--- config.mk ---
export PLATFORM = sky130hd
export DESIGN_NAME = codec_sad_tree_arb_flat
export DESIGN_NICKNAME = d
export VERILOG_FILES = /design/src/rtl/codec_sad_pkg.sv /design/src/rtl/codec_sad_tree_arb_if.sv /design/src/rtl/codec_cmm_adder_tree.sv /design/src/rtl/codec_sad_tree_arb.sv /design/src/flat_wrapper.sv
export SDC_FILE = /design/constraint.sdc
export NUM_CORES = 1
export LEC_CHECK = 0
export CAP_MARGIN = 40
export CORE_AREA = 2 2 423 425
export CTS_CLUSTER_SIZE = 10
export DETAILED_ROUTE_END_ITERATION = 6
export DIE_AREA = 0 0 425 427
export GPL_ROUTABILITY_DRIVEN = 0
export GPL_TIMING_DRIVEN = 0
export SYNTH_ARGS = -nofsm -noshare
export SYNTH_HDL_FRONTEND = slang
export SYNTH_HIERARCHICAL = 1
export SYNTH_SLANG_ARGS = --single-unit
--- constraint.sdc ---
create_clock -name clk -period 6.65 [get_ports clk]
set_input_delay 1.995 -clock clk [delete_from_list [all_inputs] [get_ports clk]]
set_output_delay 1.995 -clock clk [all_outputs]
set_load 0.02 [all_outputs]
--- src/rtl/codec_sad_pkg.sv ---
// Shared types and width helpers for the SAD tree arbiter and its reduction tree.
package codec_sad_pkg;

    localparam int TAG_ID_W = 8;

    localparam logic [0:0] ST_FREE   = 1'b0;
    localparam logic [0:0] ST_LOCKED = 1'b1;

    // Travels alongside each beat through the tree so the accumulator knows job boundaries.
    typedef struct packed {
        logic                vld;
        logic [TAG_ID_W-1:0] id;
        logic                first;
        logic                last;
        logic                trunc;
    } sad_tag_t;

    function automatic int lat_of(input int n);
        return $clog2(n);
    endfunction

    function automatic int acc_w_of(input int dw, input int n, input int beats_w);
        return dw + $clog2(n) + beats_w;
    endfunction

endpackage

--- src/rtl/codec_sad_tree_arb_if.sv ---
// Requester beat handshake and tagged result bus of the SAD tree arbiter.
interface codec_sad_tree_arb_if #(
    parameter int NREQ    = 4,
    parameter int N       = 16,
    parameter int DW      = 16,
    parameter int BEATS_W = 4
);
    import codec_sad_pkg::*;

    localparam int ACC_W = acc_w_of(DW, N, BEATS_W);
    localparam int IDW   = $clog2(NREQ);

    // A beat transfers on a cycle where req_vld[i] && req_rdy[i]; req_rdy never
    // waits on anything but arbitration. res_vld is a one-cycle pulse with no backpressure.
    logic [NREQ-1:0]      req_vld;
    logic [NREQ-1:0]      req_last;
    logic [NREQ*N*DW-1:0] req_data;
    logic [NREQ-1:0]      req_rdy;
    logic                 res_vld;
    logic [IDW-1:0]       res_id;
    logic [ACC_W-1:0]     res_sum;
    logic                 res_trunc;

    modport master (
        output req_vld, req_last, req_data,
        input  req_rdy, res_vld, res_id, res_sum, res_trunc
    );

    modport slave (
        input  req_vld, req_last, req_data,
        output req_rdy, res_vld, res_id, res_sum, res_trunc
    );

endinterface

--- src/rtl/codec_cmm_adder_tree.sv ---
// Pipelined N-input adder tree: one register level per tree level, latency $clog2(N).
module codec_cmm_adder_tree #(
    parameter int N  = 16,
    parameter int DW = 16,
    localparam int LAT = $clog2(N),
    localparam int SW  = DW + LAT
) (
    input  logic              clk,
    input  logic              rst_n,
    input  logic              in_vld,
    input  logic [N*DW-1:0]   in_data,
    output logic              out_vld,
    output logic [SW-1:0]     out_sum
);

    // Heap layout: node i has children 2i and 2i+1; leaves N..2N-1 are the raw lanes.
    logic [SW-1:0]  node  [1:2*N-1];
    logic [SW-1:0]  sum_q [1:N-1];
    logic [LAT-1:0] vld_q;

    for (genvar i = 1; i < 2*N; i++) begin : g_node
        if (i < N) begin : g_inner
            assign node[i] = sum_q[i];
        end else begin : g_leaf
            assign node[i] = SW'(in_data[(i-N)*DW +: DW]);
        end
    end

    always_ff @(posedge clk) begin
        if (!rst_n) begin
            for (int i = 1; i < N; i++) sum_q[i] <= '0;
            vld_q <= '0;
        end else begin
            for (int i = 1; i < N; i++) sum_q[i] <= node[2*i] + node[2*i+1];
            vld_q[0] <= in_vld;
            for (int k = 1; k < LAT; k++) vld_q[k] <= vld_q[k-1];
        end
    end

    assign out_vld = vld_q[LAT-1];
    assign out_sum = sum_q[1];

endmodule

--- src/rtl/codec_sad_tree_arb.sv ---
// Round-robin job arbiter in front of a shared adder tree; accumulates per-job sums and tags results.
module codec_sad_tree_arb
    import codec_sad_pkg::*;
#(
    parameter int NREQ    = 4,
    parameter int N       = 16,
    parameter int DW      = 16,
    parameter int BEATS_W = 4
) (
    input  logic                      clk,
    input  logic                      rst,
    input  logic                      cfg_en,
    codec_sad_tree_arb_if.slave       bus,
    output logic                      idle,
    output logic [0:0]                dbg_state,
    output logic [$clog2(NREQ)-1:0]   dbg_rr_ptr
);

    localparam int LAT   = lat_of(N);
    localparam int ACC_W = acc_w_of(DW, N, BEATS_W);
    localparam int IDW   = $clog2(NREQ);
    localparam int SW    = DW + LAT;
    localparam logic [BEATS_W-1:0] CNT_MAX = '1;

    logic [0:0]         state;
    logic [IDW-1:0]     owner, rr_ptr, cur_id;
    logic [BEATS_W-1:0] beat_cnt;
    logic [NREQ-1:0]    req_rdy_c;
    logic               beat_acc, beat_first, beat_last, beat_trunc;
    logic [N*DW-1:0]    tree_data;
    logic               tree_vld;
    logic [SW-1:0]      tree_sum;
    sad_tag_t           tag_in;
    sad_tag_t           tag_q [LAT];
    sad_tag_t           out_tag;
    logic [ACC_W-1:0]   acc, acc_nxt;
    logic               tag_busy;

    function automatic logic [IDW-1:0] rr_pick(input logic [NREQ-1:0] vld, input logic [IDW-1:0] ptr);
        logic [IDW-1:0] pick;
        logic           found;
        int             idx;
        pick  = ptr;
        found = 1'b0;
        for (int i = 0; i < NREQ; i++) begin
            idx = (int'(ptr) + i) % NREQ;
            if (!found && vld[idx]) begin
                pick  = IDW'(idx);
                found = 1'b1;
            end
        end
        return pick;
    endfunction

    // In FREE the winner is granted combinationally so the first beat costs no bubble.
    always_comb begin
        cur_id    = owner;
        req_rdy_c = '0;
        if (state == ST_FREE) begin
            cur_id = rr_pick(bus.req_vld, rr_ptr);
            if (cfg_en && |bus.req_vld) req_rdy_c[cur_id] = 1'b1;
        end else begin
            req_rdy_c[owner] = bus.req_vld[owner];
        end
        if (rst) req_rdy_c = '0;
    end

    assign bus.req_rdy = req_rdy_c;
    assign beat_acc    = |req_rdy_c;
    assign beat_first  = (beat_cnt == '0);
    assign beat_trunc  = (beat_cnt == CNT_MAX);
    assign beat_last   = bus.req_last[cur_id] | beat_trunc;
    assign tree_data   = bus.req_data[cur_id*N*DW +: N*DW];

    always_comb begin
        tag_in.vld   = beat_acc;
        tag_in.id    = TAG_ID_W'(cur_id);
        tag_in.first = beat_first;
        tag_in.last  = beat_last;
        tag_in.trunc = beat_trunc;
    end

    codec_cmm_adder_tree #(.N(N), .DW(DW)) u_tree (
        .clk     (clk),
        .rst_n   (~rst),
        .in_vld  (beat_acc),
        .in_data (tree_data),
        .out_vld (tree_vld),
        .out_sum (tree_sum)
    );

    assign out_tag = tag_q[LAT-1];
    assign acc_nxt = (out_tag.first ? '0 : acc) + ACC_W'(tree_sum);

    always_comb begin
        tag_busy = 1'b0;
        for (int k = 0; k < LAT; k++) tag_busy = tag_busy | tag_q[k].vld;
    end

    always_ff @(posedge clk) begin
        if (rst) begin
            state         <= ST_FREE;
            owner         <= '0;
            rr_ptr        <= '0;
            beat_cnt      <= '0;
            acc           <= '0;
            for (int k = 0; k < LAT; k++) tag_q[k] <= '0;
            bus.res_vld   <= 1'b0;
            bus.res_id    <= '0;
            bus.res_sum   <= '0;
            bus.res_trunc <= 1'b0;
        end else begin
            if (beat_acc) begin
                if (beat_last) begin
                    state    <= ST_FREE;
                    beat_cnt <= '0;
                    rr_ptr   <= (cur_id == IDW'(NREQ-1)) ? '0 : cur_id + 1'b1;
                end else begin
                    state    <= ST_LOCKED;
                    owner    <= cur_id;
                    beat_cnt <= beat_cnt + 1'b1;
                end
            end
            tag_q[0] <= tag_in;
            for (int k = 1; k < LAT; k++) tag_q[k] <= tag_q[k-1];
            bus.res_vld <= 1'b0;
            if (out_tag.vld && tree_vld) begin
                acc <= acc_nxt;
                if (out_tag.last) begin
                    bus.res_vld   <= 1'b1;
                    bus.res_id    <= out_tag.id[IDW-1:0];
                    bus.res_sum   <= acc_nxt;
                    bus.res_trunc <= out_tag.trunc;
                end
            end
        end
    end

    assign idle       = (state == ST_FREE) && !tag_busy && !bus.res_vld;
    assign dbg_state  = state;
    assign dbg_rr_ptr = rr_ptr;

endmodule

--- src/flat_wrapper.sv ---
// flat-port wrapper written by rule: the top's interface ports become plain ports
module codec_sad_tree_arb_flat import codec_sad_pkg::*;
#(
    parameter int NREQ    = 4,
    parameter int N       = 16,
    parameter int DW      = 16,
    parameter int BEATS_W = 4
)
  (clk, rst, cfg_en, idle, dbg_state, dbg_rr_ptr, bus_req_vld, bus_req_last, bus_req_data, bus_req_rdy, bus_res_vld, bus_res_id, bus_res_sum, bus_res_trunc);
  codec_sad_tree_arb_if #(.NREQ(NREQ), .N(N), .DW(DW), .BEATS_W(BEATS_W)) bus_i ();
  input  logic clk;
  input  logic rst;
  input  logic cfg_en;
  output logic idle;
  output logic [0:0] dbg_state;
  output logic [$clog2(NREQ)-1:0] dbg_rr_ptr;
  input wire logic [$bits(bus_i.req_vld)-1:0] bus_req_vld;
  input wire logic [$bits(bus_i.req_last)-1:0] bus_req_last;
  input wire logic [$bits(bus_i.req_data)-1:0] bus_req_data;
  output wire logic [$bits(bus_i.req_rdy)-1:0] bus_req_rdy;
  output wire logic [$bits(bus_i.res_vld)-1:0] bus_res_vld;
  output wire logic [$bits(bus_i.res_id)-1:0] bus_res_id;
  output wire logic [$bits(bus_i.res_sum)-1:0] bus_res_sum;
  output wire logic [$bits(bus_i.res_trunc)-1:0] bus_res_trunc;
  assign bus_i.req_vld = bus_req_vld;
  assign bus_i.req_last = bus_req_last;
  assign bus_i.req_data = bus_req_data;
  assign bus_req_rdy = bus_i.req_rdy;
  assign bus_res_vld = bus_i.res_vld;
  assign bus_res_id = bus_i.res_id;
  assign bus_res_sum = bus_i.res_sum;
  assign bus_res_trunc = bus_i.res_trunc;
  codec_sad_tree_arb #(.NREQ(NREQ), .N(N), .DW(DW), .BEATS_W(BEATS_W)) u_core (.clk(clk), .rst(rst), .cfg_en(cfg_en), .bus(bus_i), .idle(idle), .dbg_state(dbg_state), .dbg_rr_ptr(dbg_rr_ptr));
endmodule
==> flow_summary.toml <==
[floorplan]
dieArea_um2 = 181500
fp.coreArea_um2 = 177300
die_width_um = 425
ios = 1071
fp.dieH_um = 427
num_rows = 155
initial_utilization = 0.1641

[placement]
placed_cells = 6444
placed_area_um2 = 42980
port_buffers = 1070
dp_slack_ps = -826.0
hpwl_um = 140400

[logic_synthesis]
synth_cell_types = 85
synth_area_um2 = 29090
synth_xor_xnor_area_share = 0.04004
yosys_warnings = 6
synth_compound_area_frac = 0.1811
synth_top_area_cell = "dfxtp_1"
ys_seq_elements = 355
synth_edf_count = 0
synth_mux_area_frac = 0.2186
synth.yosys.seq_area_share = 0.2443
synthSimpleGateAreaFrac = 0.1529
synth_top_family_by_area = "multiplexers"
synth_top_cell_area_share = 0.2443
syn_inst = 3003
synth_fa_ha_area_frac = 0.1284
async_flop_share = 0
synth.avg_cell_area_um2 = 9.688
dominantRegCellSynth = "dfxtp_1"
yosys-top-cells-area = "dfxtp_1 24%, mux4_2 20%, ha_1 12%"
synthesis.nets = 4327

[layout]
final_cell_mix = "1068 x clkdlybuf4s50_1, 355 x dfxtp_1, 273 x ha_1"
postLayoutCellArea_um2 = 44560
final_layout_size_suffix_gt1_frac = 0.1065
final_core_util = 0.2514
fillers = 18974
final_common_cell = "clkdlybuf4s50_1"
final_nets = 5462
area_growth_pct = 53.16
stdcell_count = 6566

[timing]
rsz0062_at_grt = "false"
period_share = 0.9723
fin_skew_ps = 47.29
worst_pin_slew_ps = 874.0
finalSetupViolations = 0
relSlewSlack = 0.4174
slew_violations = 0
max_freq_ghz = 0.1547
hold_viol = 0
fin_hold_ws_ps = 429.8
fin_ws_ps = 184.4
period_needed_ps = 6466
setup_tns_ps = 0

[critical_path]
endpoint = "bus_req_rdy[1]"
crit_path_start = "rst"
ff2ff_setup_slack_ps = 1760
r2r-start = "u_core/dbg_rr_ptr[1]"
reg2reg_depth = 17
cp-end-kind = "primary output"
required_ps = 4660
worstPathMaxFanout = 10
rr_endpoint = "u_core/u_tree/sum_q[0][188]"
crit_type = "in -> out"
crit_arrival_ps = 4470
cp-start-kind = "input port"

[cts]
cts_tree = "built"
path_clk_slew_ps = 50
cts_buffer_depth = 3
clock_latency_ps = 640
cts_max_level = 2
cts_num_sinks = 355
cts_buffers = 47
cts-hold-fix-buffers = 0
root_buffer = "clkbuf_16"

[route]
wl_met3_um = 13140
wl_met1_um = 64480
dr.first_iter.drc_count = 2091
met2_length_um = 78370
routed_via_density = 4.535
drc = 0
dr.pass1.iters = 6
wl_per_cell_um = 24.58
top_layer = "met5"
drt-total-wl_um = 161400
vias = 29776
ant_nets = 0

[global_routing]
grt_pass1_wl_um = 220300
grt-ovfl-total = 0
grt_max_degree = 16
grt_pass1_vias = 29797
antenna_found_initial = 106
gr-usage-all-layers = 0.1698

[power_and_ir_drop]
ir_worst_vdd_mv = 0.1674
p_per_area_nw_per_um2 = 302.9
power_mw = 13.49
leakage_nw = 17.50

[outcome]
status = "finished, final reports clean"

[hold_path]
min_path_type = "reg -> reg"
hold_start = "u_core/tag_q[0][18]"

[run]
maxCapViolations = 0
==> routing by layer <==
metal | track usage | vias up
li1 | - | 13771
met2 | 0.2913 | 1178
met1 | 0.2009 | 14509
met3 | 0.05615 | 256
met4 | 0.04793 | 62
met5 | 0 | -
==> worst min path at each step <==
stage	endpoint	slack, ps	cells past startpoint
6_report	u_core/tag_q[0][30]	430	1
5_1_grt	u_core/tag_q[0][9]	450	1
4_1_cts	u_core/tag_q[0][30]	430	1
3_5_place_dp	u_core/tag_q[0][34]	420	1
3_3_place_gp	u_core/tag_q[0][9]	420	1
2_1_floorplan	u_core/u_tree/vld_q[1]	410	1
==> cells in the mapped netlist (25+ instances only) <==
library cell,count
buf_6,25
xor2_1,60
nor2b_1,67
dfxtp_1,355
buf_2,34
and3_1,30
a31oi_1,30
nand2b_1,61
mux4_2,257
clkbuf_1,71
inv_1,67
nor2_1,241
and2_1,47
nand3_1,57
mux2i_1,56
o21ai_0,81
a21o_1,131
a21oi_1,205
o31ai_1,27
ha_1,273
o21ai_1,52
nand2_1,243
a211oi_1,59
o21a_1,57
xnor2_1,73
o21bai_1,25
nor3_1,81
==> report_power, final <==
| part | leakage (nW) | total, mW | switching (mW) | internal [mW] |
|---|---|---|---|---|
| Clock | 0.691 | 2.38 | 1.04 | 1.34 |
| Sequential | 2.93 | 3.21 | 0.403 | 2.81 |
| Combinational | 13.9 | 7.91 | 4.31 | 3.60 |
| Total | 17.5 | 13.5 | 5.74 | 7.75 |
==> what timing repair did <==
action / in CTS / in global routing
setup buffers: 0 / 0
pin swaps: 0 / 2
resized for setup: 3 / 11
setup endpoints to repair: 11 / 27
==> sequential cells by signal, summed over array words and instances, names as in the netlist <==
register,cells
u_core/dbg_rr_ptr,2
u_core/acc,24
u_core/beat_cnt,4
u_core/u_tree/sum_q,266
u_core/dbg_state,1
u_core/tag_q,24
u_core/u_tree/vld_q,4
u_core/bus.res_vld,1
u_core/bus.res_sum,24
u_core/owner,2
u_core/bus.res_id,2
u_core/bus.res_trunc,1
==> logic make-up after synthesis <==
family | after synthesis
and+or+nand+nor | 919
AOI/OAI and AO/OA | 786
DFF | 355
muxes | 314
adders and majority gates | 289
buffers and inverters | 207
xor gates and xnor gates | 133
==> area by class of cell <==
cell class / count / area [um2] / share of cell area
inverter: 69 / 259.0 / 0.005813
antenna: 50 / 125.1 / 0.002808
multi-input combinational: 2441 / 21000 / 0.4712
tap: 2355 / 2947 / 0.06613
clock buffer: 58 / 1257 / 0.02822
buffer: 138 / 783.3 / 0.01758
timing repair buffer: 1086 / 10930 / 0.2454
clock inverter: 14 / 150.1 / 0.003370
sequential: 355 / 7107 / 0.1595
==> worst max-delay path, cell delays in order <==
cell             delay (ps)
clkdlybuf4s50_1         530
clkbuf_1                450
clkbuf_1                450
buf_2                   370
a21oi_1                  70
clkdlybuf4s50_1         590
Power figures use the tool's default switching activity.
